$ cat config.mk
export PLATFORM = sky130hd
export DESIGN_NAME = branch_resolve_unit_flat
export DESIGN_NICKNAME = d
export VERILOG_FILES = /design/src/rtl/branch_resolve_if.sv /design/src/rtl/branch_resolve_unit.sv /design/src/flat_wrapper.sv
export SDC_FILE = /design/constraint.sdc
export NUM_CORES = 1
export LEC_CHECK = 0
export BUFFER_PORTS_ARGS = -buffer_cell sky130_fd_sc_hd__buf_2
export CAP_MARGIN = 40
export CORE_MARGIN = 1.5
export CORE_UTILIZATION = 40
export CTS_CLUSTER_DIAMETER = 200
export DETAILED_ROUTE_END_ITERATION = 8
export GPL_ROUTABILITY_DRIVEN = 1
export SLEW_MARGIN = 20
export SYNTH_ARGS = -nofsm -noshare
export SYNTH_HDL_FRONTEND = slang
export SYNTH_SLANG_ARGS = --single-unit
$ cat constraint.sdc
create_clock -name clk -period 26.1 [get_ports clk]
set_input_delay 5.22 -clock clk [delete_from_list [all_inputs] [get_ports clk]]
set_output_delay 5.22 -clock clk [all_outputs]
set_load 0.01 [all_outputs]
$ cat src/rtl/branch_resolve_if.sv
// rtl/branch_resolve_if.sv - fetch/EX inputs plus training, redirect and counter outputs of the branch resolve unit
interface branch_resolve_if #(
   parameter int PC_W  = 32,
   parameter int CNT_W = 32
);
   logic             if_valid;
   logic [PC_W-1:0]  if_pc;
   logic             if_pred_taken;
   logic [PC_W-1:0]  if_pred_target;
   logic             stall;
   logic             ex_is_branch;
   logic             ex_is_jump;
   logic             ex_taken;
   logic [PC_W-1:0]  ex_target;
   logic             bp_update;
   logic             bp_taken;
   logic [PC_W-1:0]  bp_pc_ex;
   logic [PC_W-1:0]  bp_target_pc;
   logic             redirect;
   logic [PC_W-1:0]  redirect_pc;
   logic             flush;
   logic [CNT_W-1:0] br_count;
   logic [CNT_W-1:0] mispred_count;

   modport master (
      output if_valid, if_pc, if_pred_taken, if_pred_target, stall,
             ex_is_branch, ex_is_jump, ex_taken, ex_target,
      input  bp_update, bp_taken, bp_pc_ex, bp_target_pc,
             redirect, redirect_pc, flush, br_count, mispred_count
   );

   modport slave (
      input  if_valid, if_pc, if_pred_taken, if_pred_target, stall,
             ex_is_branch, ex_is_jump, ex_taken, ex_target,
      output bp_update, bp_taken, bp_pc_ex, bp_target_pc,
             redirect, redirect_pc, flush, br_count, mispred_count
   );
endinterface

$ cat src/rtl/branch_resolve_unit.sv
// rtl/branch_resolve_unit.sv - carries predictions to EX, resolves them, trains the predictor and redirects fetch
module branch_resolve_unit #(
   parameter int PC_W  = 32,
   parameter int CNT_W = 32
) (
   input logic              clk,
   input logic              rst,
   branch_resolve_if.slave  bus
);
   typedef enum logic {RUN = 1'b0, RECOVER = 1'b1} state_t;

   state_t           state, state_next;
   logic             id_v, ex_v, id_pt, ex_pt;
   logic [PC_W-1:0]  id_pc, ex_pc, id_ptgt, ex_ptgt;
   logic             active, taken, br, train, mis, mis_seq;
   logic [PC_W-1:0]  seq_pc, mis_target, redirect_pc_q;
   logic             bp_update_q, bp_taken_q;
   logic [PC_W-1:0]  bp_pc_ex_q, bp_target_pc_q;
   logic [CNT_W-1:0] br_count_q, mispred_count_q;

   assign active = (state == RUN) && !bus.stall && ex_v;
   assign taken  = bus.ex_taken | bus.ex_is_jump;
   assign br     = bus.ex_is_branch | bus.ex_is_jump;
   assign train  = active & br;
   assign seq_pc = ex_pc + PC_W'(4);

   // A predicted-taken non-branch is a BTB alias: fall through, but never train on it.
   always_comb begin
      mis_seq    = ex_pt & (!br | !taken);
      mis        = active & (mis_seq
                   | (br & !ex_pt & taken)
                   | (br & ex_pt & taken & (ex_ptgt != bus.ex_target)));
      mis_target = mis_seq ? seq_pc : bus.ex_target;
   end

   always_ff @(posedge clk or posedge rst) begin
      if (rst) state <= RUN;
      else     state <= state_next;
   end

   always_comb begin
      state_next      = state;
      bus.redirect    = 1'b0;
      bus.flush       = 1'b0;
      bus.redirect_pc = '0;
      case (state)
         RUN: if (mis) state_next = RECOVER;
         RECOVER: begin
            state_next      = RUN;
            bus.redirect    = 1'b1;
            bus.flush       = 1'b1;
            bus.redirect_pc = redirect_pc_q;
         end
         default: state_next = RUN;
      endcase
   end

   // Pipeline slots; RECOVER shifts in a bubble so the wrong-path fetch is dropped.
   always_ff @(posedge clk or posedge rst) begin
      if (rst) begin
         id_v    <= 1'b0;
         id_pt   <= 1'b0;
         id_pc   <= '0;
         id_ptgt <= '0;
         ex_v    <= 1'b0;
         ex_pt   <= 1'b0;
         ex_pc   <= '0;
         ex_ptgt <= '0;
      end else if (state == RECOVER) begin
         id_v    <= 1'b0;
         ex_v    <= 1'b0;
      end else if (mis) begin
         id_v    <= 1'b0;
         ex_v    <= 1'b0;
      end else if (!bus.stall) begin
         ex_v    <= id_v;
         ex_pt   <= id_pt;
         ex_pc   <= id_pc;
         ex_ptgt <= id_ptgt;
         id_v    <= bus.if_valid;
         id_pt   <= bus.if_pred_taken;
         id_pc   <= bus.if_pc;
         id_ptgt <= bus.if_pred_target;
      end
   end

   always_ff @(posedge clk or posedge rst) begin
      if (rst) begin
         bp_update_q     <= 1'b0;
         bp_taken_q      <= 1'b0;
         bp_pc_ex_q      <= '0;
         bp_target_pc_q  <= '0;
         redirect_pc_q   <= '0;
         br_count_q      <= '0;
         mispred_count_q <= '0;
      end else begin
         bp_update_q    <= train;
         bp_taken_q     <= train & taken;
         bp_pc_ex_q     <= train ? ex_pc : '0;
         bp_target_pc_q <= train ? bus.ex_target : '0;
         if (mis) redirect_pc_q <= mis_target;
         if (train && (br_count_q != {CNT_W{1'b1}}))
            br_count_q <= br_count_q + CNT_W'(1);
         if (mis && (mispred_count_q != {CNT_W{1'b1}}))
            mispred_count_q <= mispred_count_q + CNT_W'(1);
      end
   end

   assign bus.bp_update     = bp_update_q;
   assign bus.bp_taken      = bp_taken_q;
   assign bus.bp_pc_ex      = bp_pc_ex_q;
   assign bus.bp_target_pc  = bp_target_pc_q;
   assign bus.br_count      = br_count_q;
   assign bus.mispred_count = mispred_count_q;
endmodule

$ cat src/flat_wrapper.sv
// flat-port wrapper written by rule: the top's interface ports become plain ports
module branch_resolve_unit_flat 
#(
   parameter int PC_W  = 32,
   parameter int CNT_W = 32
)
  (clk, rst, bus_if_valid, bus_if_pc, bus_if_pred_taken, bus_if_pred_target, bus_stall, bus_ex_is_branch, bus_ex_is_jump, bus_ex_taken, bus_ex_target, bus_bp_update, bus_bp_taken, bus_bp_pc_ex, bus_bp_target_pc, bus_redirect, bus_redirect_pc, bus_flush, bus_br_count, bus_mispred_count);
  branch_resolve_if #(.PC_W(PC_W), .CNT_W(CNT_W)) bus_i ();
  input logic clk;
  input logic rst;
  input wire logic [$bits(bus_i.if_valid)-1:0] bus_if_valid;
  input wire logic [$bits(bus_i.if_pc)-1:0] bus_if_pc;
  input wire logic [$bits(bus_i.if_pred_taken)-1:0] bus_if_pred_taken;
  input wire logic [$bits(bus_i.if_pred_target)-1:0] bus_if_pred_target;
  input wire logic [$bits(bus_i.stall)-1:0] bus_stall;
  input wire logic [$bits(bus_i.ex_is_branch)-1:0] bus_ex_is_branch;
  input wire logic [$bits(bus_i.ex_is_jump)-1:0] bus_ex_is_jump;
  input wire logic [$bits(bus_i.ex_taken)-1:0] bus_ex_taken;
  input wire logic [$bits(bus_i.ex_target)-1:0] bus_ex_target;
  output wire logic [$bits(bus_i.bp_update)-1:0] bus_bp_update;
  output wire logic [$bits(bus_i.bp_taken)-1:0] bus_bp_taken;
  output wire logic [$bits(bus_i.bp_pc_ex)-1:0] bus_bp_pc_ex;
  output wire logic [$bits(bus_i.bp_target_pc)-1:0] bus_bp_target_pc;
  output wire logic [$bits(bus_i.redirect)-1:0] bus_redirect;
  output wire logic [$bits(bus_i.redirect_pc)-1:0] bus_redirect_pc;
  output wire logic [$bits(bus_i.flush)-1:0] bus_flush;
  output wire logic [$bits(bus_i.br_count)-1:0] bus_br_count;
  output wire logic [$bits(bus_i.mispred_count)-1:0] bus_mispred_count;
  assign bus_i.if_valid = bus_if_valid;
  assign bus_i.if_pc = bus_if_pc;
  assign bus_i.if_pred_taken = bus_if_pred_taken;
  assign bus_i.if_pred_target = bus_if_pred_target;
  assign bus_i.stall = bus_stall;
  assign bus_i.ex_is_branch = bus_ex_is_branch;
  assign bus_i.ex_is_jump = bus_ex_is_jump;
  assign bus_i.ex_taken = bus_ex_taken;
  assign bus_i.ex_target = bus_ex_target;
  assign bus_bp_update = bus_i.bp_update;
  assign bus_bp_taken = bus_i.bp_taken;
  assign bus_bp_pc_ex = bus_i.bp_pc_ex;
  assign bus_bp_target_pc = bus_i.bp_target_pc;
  assign bus_redirect = bus_i.redirect;
  assign bus_redirect_pc = bus_i.redirect_pc;
  assign bus_flush = bus_i.flush;
  assign bus_br_count = bus_i.br_count;
  assign bus_mispred_count = bus_i.mispred_count;
  branch_resolve_unit #(.PC_W(PC_W), .CNT_W(CNT_W)) u_core (.clk(clk), .rst(rst), .bus(bus_i));
endmodule
==> metrics.yaml <==
yosys:
  ys_warn_count: 0
  synthArstFlopShare_pct: 100.0
  syn_nets: 1134
  ys_ff_latch: 295
  synth_area_leader_cell: "dfrtp_1"
  yosys.area_share.simple_pct: 15.30
  synth-compound-area-share_pct: 2.060
  synthAdderAreaFrac_pct: 0.2916
  netlist_instances: 1027
  yosys-top-cells-area: "dfrtp_1 57%, mux2_1 14%, xor2_1 4.8%"
  synthMuxAreaShare_pct: 14.40
  synth_commonest_cells: "295 x dfrtp_1, 155 x mux2_1, 79 x and3_1"
  synthFlopType: "dfrtp_1"
  syn_area_sq_mm: 0.01287
  syn_avg_cell_area_sq_um: 12.54
  yosysTopAreaCellShare_pct: 57.34
  ys_seq_area_share_pct: 57.34
  yosysMostFrequentCell: "dfrtp_1"
  synth_cell_types: 46
  synth_top_family_by_area: "simple AND/OR/NAND/NOR gates"
  synth_edf_count: 0
  synth_xor_area_share_pct: 8.096
routing:
  vias: 8795
  viasPerCell: 5.113
  postRouteAntennaNets: 0
  finalWirelength_um: 31820
  drtIter0Drc: 459
  route.detailed.drc: 0
  routedWlPerCell_um: 18.50
  drtPass1Iterations: 4
global_routing:
  grt-ovfl-total: 0
  grt_first_pass_wirelength_um: 50430
  grt_max_degree: 152
  grt_usage_pct: 19.31
  grt_pass1_vias: 8865
  antenna_found_initial: 10
layout:
  finalInstanceArea_sq_mm: 0.01562
  regArea_sq_mm: 0.007382
  nets: 1399
  finish.utilization_pct: 49.37
  syn_to_final_growth_pct: 21.31
  final_layout_size_suffix_gt1_share_pct: 26.83
  fillers: 2864
  multiInputGateArea_sq_mm: 0.005187
clock_tree:
  clk-insertion-delay-late_ps: 570
  postCtsHoldBufs: 0
  clock_path_buffers: 3
  htreeDepth: 1
  cts_tree: "done"
  path_clk_slew_ps: 60
  post_cts_resized: 0
  cts_root_buffer: "clkbuf_16"
  numClockSinks: 295
  cts_setup_buffers: 0
  numCtsBuffers: 31
worst_setup_path:
  crit_type: "in -> reg"
  worstPathRequired_ps: 26550
  worstSetupStartpointType: "input pin"
  end_kind: "register"
  cp_max_fo: 67
  crit_arrival_ps: 8620
power_and_ir_drop:
  irDropWorstVdd_uv: 55.97
  power.leakage_nw: 7.796
  fin_total_pwr_mw: 1.273
  power.density_mw_per_mm2: 81.54
floorplanning:
  rows: 65
  fp.dieW_um: 182.4
  chipHeight_um: 182.4
  num_io_pins: 268
  dieArea_sq_mm: 0.03327
  initial_utilization_pct: 40.69
  coreArea_sq_mm: 0.03164
sta:
  worst_slew_pin_slew_ps: 874.6
  fin_setup_tns_ps: 0
  finClkSkew_ps: 17.50
  setup_ws_ps: 17930
  timing.slew.headroom_pct: 41.69
  fin_crit_sh_pct: 31.31
  report.final.slew_viol_count: 0
  fmax_mhz: 122.4
  hold_viol: 0
  min_period_ps: 8171
  setup-violations-final: 0
  rsz0062_at_grt: "false"
placement:
  dp_slack_ps: 17230
  gp_congestion: 0.8409
  dpl.hpwl_um: 22180
  placement.cell_area_sq_mm: 0.01464
  numPortBuffers: 267
run:
  cap_violations: 0
run_status:
  outcome: "complete, no violations"
hold_path:
  min_path_type: "reg -> reg"
state kept, by name, indices dropped and copies added (netlist names):
signal	flops
u_core.bus.br_count	32
u_core.ex_pc	32
u_core.redirect_pc_q	32
u_core.state	1
u_core.bus.bp_pc_ex	32
u_core.ex_v	1
u_core.ex_pt	1
u_core.id_pc	32
u_core.id_ptgt	32
u_core.id_v	1
u_core.bus.bp_update	1
u_core.id_pt	1
u_core.bus.bp_taken	1
u_core.ex_ptgt	32
u_core.bus.mispred_count	32
u_core.bus.bp_target_pc	32
area by class of cell:
type	count	share of cell area (%)
Clock inverter	12	0.6409
Antenna cell	6	0.09614
Clock buffer	41	5.528
Multi-Input combinational cell	673	33.22
Tap cell	402	3.221
Timing Repair Buffer	281	9.742
Inverter	10	0.2884
Sequential cell	295	47.27
layer usage:
metal / track usage [%] / wire length (um) / share of wire (%)
met1: 27.17 / 14720 / 46
met3: 4.929 / 2142 / 6.7
met4: 3.901 / 537 / 1.7
met2: 30.24 / 14330 / 45
met5: 0 / 88 / 0.28
layout by cell type (no fill, tap or decap), types with 20 or more instances in the layout:
| master | n |
|---|---|
| and3_1 | 79 |
| xnor2_1 | 48 |
| and2_1 | 40 |
| o21ai_0 | 32 |
| nand4_1 | 34 |
| nand2_1 | 62 |
| nor2_1 | 20 |
| nand3_1 | 44 |
| mux2_1 | 155 |
| dfrtp_1 | 295 |
| buf_2 | 267 |
| clkbuf_16 | 31 |
| xor2_1 | 71 |
power by group:
group	total (mW)	internal [mW]	leakage [nW]	switching, mW
registers	0.631	0.554	3.72	0.0770
logic	0.221	0.110	3.61	0.111
clock network	0.421	0.240	0.471	0.181
total	1.27	0.905	7.80	0.368
path summary, 6_finish.rpt:
| check | startpoint | end | slack (ps) | cells after the start |
|---|---|---|---|---|
| worst max-delay path | bus_stall | u_core.id_pc[22]$_DFFE_PP0P_ | 17930 | 9 |
| worst min-delay path | u_core.id_pc[30]$_DFFE_PP0P_ | u_core.ex_pc[30]$_DFFE_PP0P_ | 470 | 1 |
| min in group asynchronous | rst | u_core.bus.bp_target_pc[6]$_DFF_PP0_ | 4650 | 2 |
| worst min register to register | u_core.id_pc[30]$_DFFE_PP0P_ | u_core.ex_pc[30]$_DFFE_PP0P_ | 470 | 1 |
| max in group asynchronous | rst | u_core.bus.bp_pc_ex[27]$_DFF_PP0_ | 20270 | 3 |
| worst max register to register | u_core.state$_DFF_PP0_ | u_core.id_pc[22]$_DFFE_PP0P_ | 21820 | 9 |
worst max-delay path, stage by stage:
cell     delay, ps
buf_2          120
nor3b_2        160
buf_4          540
nand2_1        510
o21ai_4        260
buf_4          580
buf_4          520
buf_16         290
mux2_1         360
per-stage QoR:
stage          hold slack [ps]  instances
4_1_cts                  481.2       1714
5_1_grt                  496.8       1715
6_report                 473.7       1720
2_1_floorplan            454.1       1027
3_3_place_gp             461.0       1656
3_5_place_dp             467.3       1661
cells by family (layout without fill, tap and decap cells):
family | Yosys count | count (layout)
simple gates | 340 | 340
flops | 295 | 295
mux | 165 | 165
xor+xnor | 119 | 119
buf+inv | 59 | 344
compound gates | 46 | 46
fa+ha+maj | 3 | 3
other cells | 0 | 6
Power figures use the tool's default switching activity.
